`src/rtl/div_iter.sv`:
```
// div_iter: radix-2 restoring 32-bit DIV/DIVU; optional early-out under DIV_EARLY_OUT_EN.
// Latency: ready at N+33 after acceptance (N+1 for divide-by-zero or early-out).
// Backpressure: start is held by the hazard unit until ready; dropping start or annul aborts.
module div_iter #(
  parameter int WIDTH = 32
) (
  input  logic               clk,
  input  logic               resetn,
  input  logic               start,
  input  logic               signed_div,
  input  logic [WIDTH-1:0]   opdata1,
  input  logic [WIDTH-1:0]   opdata2,
  input  logic               annul,
  output logic               ready,
  output logic [2*WIDTH-1:0] result
);

  typedef enum logic [1:0] {IDLE, BUSY, DONE} state_t;

  state_t             state, state_nxt;
  logic [WIDTH-1:0]   dvd;
  logic [WIDTH-1:0]   dvs;
  logic [WIDTH-1:0]   rem;
  logic               q_neg, r_neg;
  logic [5:0]         cnt;
  logic [2*WIDTH-1:0] result_q;
  logic [2*WIDTH-1:0] result_new;

  logic               accept;
  logic               div_zero;
  logic               early_out;
  logic [WIDTH-1:0]   abs1, abs2;
  logic [WIDTH+1:0]   trial;
  logic               borrow;
  logic [WIDTH-1:0]   quo_fix, rem_fix;

  assign accept   = (state == IDLE) && start && !annul;
  assign div_zero = (opdata2 == '0);
  assign abs1     = (signed_div && opdata1[WIDTH-1]) ? -opdata1 : opdata1;
  assign abs2     = (signed_div && opdata2[WIDTH-1]) ? -opdata2 : opdata2;

`ifdef DIV_EARLY_OUT_EN
  assign early_out = !div_zero && (abs1 < abs2);
`else
  assign early_out = 1'b0;
`endif

  // Partial remainder stays below the divisor, so a clean subtract never sets bit WIDTH.
  assign trial  = {1'b0, rem, dvd[WIDTH-1]} - {2'b00, dvs};
  assign borrow = trial[WIDTH+1] | trial[WIDTH];

  assign quo_fix    = q_neg ? -dvd : dvd;
  assign rem_fix    = r_neg ? -rem : rem;
  assign result_new = {rem_fix, quo_fix};

  always_ff @(posedge clk or negedge resetn) begin
    if (!resetn) begin
      state <= IDLE;
    end else begin
      state <= state_nxt;
    end
  end

  always_comb begin
    state_nxt = state;
    ready     = 1'b0;
    case (state)
      IDLE: begin
        if (accept) begin
          state_nxt = (div_zero || early_out) ? DONE : BUSY;
        end
      end
      BUSY: begin
        if (annul || !start) begin
          state_nxt = IDLE;
        end else if (cnt == 6'(WIDTH-1)) begin
          state_nxt = DONE;
        end
      end
      DONE: begin
        ready     = !annul;
        state_nxt = IDLE;
      end
      default: state_nxt = IDLE;
    endcase
  end

  always_ff @(posedge clk or negedge resetn) begin
    if (!resetn) begin
      dvd      <= '0;
      dvs      <= '0;
      rem      <= '0;
      q_neg    <= 1'b0;
      r_neg    <= 1'b0;
      cnt      <= '0;
      result_q <= '0;
    end else begin
      case (state)
        IDLE: begin
          if (accept) begin
            cnt <= '0;
            dvs <= abs2;
            if (div_zero || early_out) begin
              // Shortcut results are returned raw, without sign fix-up.
              dvd   <= div_zero ? '1 : '0;
              rem   <= opdata1;
              q_neg <= 1'b0;
              r_neg <= 1'b0;
            end else begin
              dvd   <= abs1;
              rem   <= '0;
              q_neg <= signed_div & (opdata1[WIDTH-1] ^ opdata2[WIDTH-1]);
              r_neg <= signed_div & opdata1[WIDTH-1];
            end
          end
        end
        BUSY: begin
          if (!borrow) begin
            rem <= trial[WIDTH-1:0];
            dvd <= {dvd[WIDTH-2:0], 1'b1};
          end else begin
            rem <= {rem[WIDTH-2:0], dvd[WIDTH-1]};
            dvd <= {dvd[WIDTH-2:0], 1'b0};
          end
          cnt <= cnt + 6'd1;
        end
        DONE: begin
          if (!annul) begin
            result_q <= result_new;
          end
        end
        default: ;
      endcase
    end
  end

  // The fixed-up result is visible in the ready cycle and held afterwards.
  assign result = ready ? result_new : result_q;

endmodule

```
`config.mk`:
```
export PLATFORM = sky130hd
export DESIGN_NAME = div_iter
export DESIGN_NICKNAME = d
export VERILOG_FILES = /design/src/rtl/div_iter.sv
export SDC_FILE = /design/constraint.sdc
export NUM_CORES = 1
export LEC_CHECK = 0
export CELL_PAD_IN_SITES_DETAIL_PLACEMENT = 0
export CELL_PAD_IN_SITES_GLOBAL_PLACEMENT = 1
export CORE_MARGIN = 3
export CORE_UTILIZATION = 39
export CTS_CLUSTER_SIZE = 20
export DETAILED_ROUTE_END_ITERATION = 12
export PLACE_DENSITY = 0.89
export SLEW_MARGIN = 20
export SYNTH_ARGS = -nofsm -noshare
export SYNTH_HDL_FRONTEND = slang
export SYNTH_SLANG_ARGS = --single-unit
```
`constraint.sdc`:
```
create_clock -name clk -period 3.4 [get_ports clk]
set_input_delay 0.51 -clock clk [delete_from_list [all_inputs] [get_ports clk]]
set_output_delay 0.51 -clock clk [all_outputs]
set_load 0.1 [all_outputs]
```
Word level (Yosys, flattened, before mapping)
Cells that the tools add are included.
{"block": "word_totals", "reg_bits": 170, "word_cells": 61}
{"block": "classes", "addsub": 6, "muxes": 23, "n_eq_ne": 5, "bitwise_logic": 5, "reduce_logical": 14}
{"op": "$mux 32", "n": 9}
{"op": "$neg 32->32", "n": 4}
{"op": "$pmux 32 s2", "n": 2}
{"op": "$mux 64", "n": 1}
{"op": "$sub 33x32->34", "n": 1}
{"op": "$logic_not 32->1", "n": 1}
{"op": "$pmux 6 s2", "n": 1}
{"op": "$mux 2", "n": 4}
{"op": "$reduce_and 2->1", "n": 4}
{"op": "$add 6x1->6 const B", "n": 1}
{"op": "$eq 6x5->1 const B", "n": 1}
{"op": "$mux 6", "n": 1}
{"op": "$logic_and 1x1->1", "n": 4}
{"op": "$mux 1", "n": 4}
{"op": "$pmux 2 s2", "n": 1}
{"op": "$ne 3x3->1 const B", "n": 1}
{"op": "$and 1x1->1", "n": 2}
{"op": "$eq 2x1->1 const B", "n": 1}
{"op": "$eq 2x2->1 const B", "n": 1}
{"op": "$logic_not 1->1", "n": 2}
{"op": "$logic_not 2->1", "n": 1}
{"op": "$ne 2x2->1 const B", "n": 1}
{"op": "$reduce_bool 2->1", "n": 1}
{"op": "$logic_or 1x1->1", "n": 1}
{"op": "3 further kinds", "n": 3}

Logic depth before layout (Yosys ltp)
{"block": "depth", "ltp_word": 5, "depth_mapped": 14, "depth_no_buf": 13}

Least setup slack after synthesis
Ideal clock, no wire load.
{"block": "synth_path", "kind": "register to output", "start": "reg rem[8]", "end": "out result[57]", "arrival_time_ps": 4969, "required_time_ps": 2890, "path_stages_with_launch": 11, "setup_slack_ps": -2079, "path_cell_list": "dfrtp_1 > or4_1 > or2_1 > or3_1 > o41ai_1 > a21boi_0 > and2_0 > clkbuf_1 > nand2_1 > xnor2_1 > o21ai_0"}
{"block": "synth_via", "elab_chain_len": 3}
{"item": "start: declaration", "line_no": "23", "source": "logic [WIDTH-1:0] rem;"}
{"item": "start signal: assignment", "line_no": "106", "source": "rem <= opdata1;"}
{"item": "start signal: assignment", "line_no": "119", "source": "rem <= trial[WIDTH-1:0];"}
{"item": "start signal: assignment", "line_no": "122", "source": "rem <= {rem[WIDTH-2:0], dvd[WIDTH-1]};"}
{"item": "$neg 32->32", "line_no": "53", "source": "assign rem_fix = r_neg ? -rem : rem;"}
{"item": "$mux 32", "line_no": "53"}
{"item": "$mux 64", "line_no": "138", "source": "assign result = ready ? result_new : result_q;"}
{"item": "end: declaration", "line_no": "15", "source": "output logic [2*WIDTH-1:0] result"}
No other way between the ends.

Worst setup path after layout
{"block": "layout_path", "start": "reg rem[9]", "end": "out result[58]"}
The elaborated chain is that of the path after synthesis.

==> metrics.yaml <==
timing.slew.headroom: 0.399
netlist_top_cells_count: "o21ai_0 (225), nand2_1 (209), dfrtp_1 (170)"
ys_types: 64
fin_area_um2: 17100
finalCritPeriodShare: 1.27
hp-class: "input port to asynchronous set/reset pin"
syn_area_um2: 11500
die-area_um2: 31500
power_mw: 11.2
critical_path_class: "flip-flop to output port"
drtPass1Iterations: 5
fin_util: 0.591
place_area_um2: 15300
cts_inserted_buffers: 17
p_int_mw: 6.32
ant_nets: 0
tightest_slew_ns: 0.901
path_clk_slew_ns: 0.07
max_freq_mhz: 231
critPathMaxStageDelay_ns: 0.54
worstPathArrival_ns: 3.82
via_per_inst: 5.64
cts_hold_buf: 0
final_cells: 2061
crit_slowest_cell: "or4_4"
ys_ff_latch: 170
path_max_fanout: 4
initial_core_util: 0.398
totalWireLength_mm: 39.4
cts_root_buf: "clkbuf_16"
finalMaxSlewViolations: 0
syn_to_final_growth_pct: 48.6
maxCapViolations: 0
violations: "setup timing"
layout-drive-gt1-share: 0.258
clock_latency_ns: 0.45
drcViolationCount: 0
grt-ovfl-total: 0
seq_area_frac_synth: 0.370
ctsLongestPathBuffers: 2
dp_hpwl_mm: 28.4
crit_path_start_kind: "flip-flop"
synth_most_common_cell: "o21ai_0"
hold_viol: 0
wire_per_inst_um: 19.1
dieHeight_um: 178
cp_cell_sequence: "or4_4 > or2_1 > or3_4 > or4_4 > or2_4 > or3_4 > o21ai_4 > xor2_2 > o21ai_4 > buf_12"
antenna_found_initial: 1
core_um2: 28900
rr_startpoint: "rem[9]"
grt_pass1_vias: 11215
yosys.area.top_type: "dfrtp_1"
required_ns: 2.89
io_pins: 134
synthesis.nets: 1524
clockPowerShare: 0.195
synth_edf_count: 0
synth_top_area_frac: 0.370
grt_max_degree: 80
die_w_um: 178
io_buffers: 133
rsz0062_at_grt: "true"
cts_tree: "done"
power_density_nw_per_um2: 655
swShare: 0.434
synth-async-reset-ratio: 1.00
syn_inst: 1417
clkSinkCount: 170
synth_top_flop_cell: "dfrtp_1"
synthTopCellsByArea: "dfrtp_1 (37%), o21ai_0 (9.8%), xor2_1 (7.0%)"
startpoint: "rem[9]"
p_leak_nw: 7.08
vias: 11623
outcome: "finished, violations left"
diodes: 0
critPathCaptureType: "output port"
ys_warn_count: 0
drt_iter0_markers: 993
setup_viol: 39
fin_worst_skew_ns: 0.00732
pwr-share-comb: 0.555
fillerInstances: 2426
htree_levels: 4
dp_cells: 2002
rows: 62
seqPwrFrac: 0.249
switchingPower_mw: 4.85
fin_ws_ns: -0.929
peakVddDrop_mv: 0.432
grt_pass1_wl_mm: 60.1
setup-tns-final_ns: -21.68
track_usage: 0.240
gp_congestion: 0.990
postSynthAreaPerCell_um2: 8.10
post-route-min-period_ns: 4.33
fin_nets: 1772
[through the flow]
stage / setup WS [ns] / hold WS (ns)
after floorplan: -0.701 / 0.214
after global placement: -0.397 / 0.463
after detailed placement: -0.439 / 0.471
after CTS: -0.845 / 0.134
after global routing: -0.980 / 0.164
final: -0.929 / 0.109
[cell families after synthesis]
group	synth area share
DFF	0.370
AOI/OAI and AO/OA	0.237
and+or+nand+nor	0.173
adders and majority gates	0.0421
muxes	0.0202
buffers and inverters	0.0437
xor gates and xnor gates	0.113
[layout make-up]
| class | count | area (µm²) | share of cell area |
|---|---|---|---|
| Tap cell | 384 | 480 | 0.0282 |
| Multi-Input combinational cell | 1116 | 7980 | 0.468 |
| Inverter | 45 | 169 | 0.00990 |
| Timing Repair Buffer | 315 | 3540 | 0.208 |
| Sequential cell | 170 | 4250 | 0.249 |
| Clock inverter | 14 | 210 | 0.0123 |
| Clock buffer | 17 | 425 | 0.0249 |
[power groups by stage]
stage	combinational [mW]	sequential, mW	clock (mW)
floorplan	3.41	2.75	0
detailed placement	5.47	2.75	0
CTS	5.72	2.74	2.20
global route	6.72	2.82	2.28
global placement	5.40	2.74	0
finish	6.20	2.79	2.18
[worst paths after layout]
| check | end | cells after the start | slack, ns |
|---|---|---|---|
| worst max register to register | result_q[58] | 9 | 0.10 |
| worst min-delay path | result_q[26] | 1 | 0.11 |
| worst min register to register | dvs[9] | 2 | 0.48 |
| max in group asynchronous | dvs[27] | 2 | 2.31 |
| min in group clk | dvs[9] | 2 | 0.48 |
| worst max-delay path | result[58] | 10 | -0.93 |
[flip-flops by register name, indices dropped and copies added, names as in the netlist]
signal / cells
cnt: 6
result_q: 64
state: 2
dvs: 32
rem: 32
r_neg: 1
q_neg: 1
dvd: 32
[metal layers]
layer,share of wire,global-route usage
met5,0.00033,0
met4,0.028,0.0798
met3,0.065,0.0421
met2,0.47,0.386
met1,0.43,0.327
[cell usage in the layout (no fill, tap or decap), types with 22 or more instances in the layout]
cell,count
nand2_1,195
dfrtp_1,170
o21ai_0,167
buf_4,157
a21oi_1,128
buf_12,74
nor2_1,73
clkdlybuf4s50_1,67
xor2_1,65
xnor2_1,50
inv_1,45
o21ai_4,38
ha_1,37
nand3_1,25
mux2i_1,22
[critical path: cells and delay by family (launching register included)]
family | cells | cell delay [ns]
simple gates | 6 | 2.29
flops | 1 | 0.40
compound gates | 2 | 0.39
buf+inv | 1 | 0.19
xor+xnor | 1 | 0.11
[repair_timing]
item                       in CTS  in global routing
gates resized for setup        86                 67
pin swaps                      45                 54
hold endpoints to repair        0                  0
buffers inserted               13                 23
cloned                          0                  1
setup endpoints to repair      36                 70
Power figures use the tool's default switching activity.
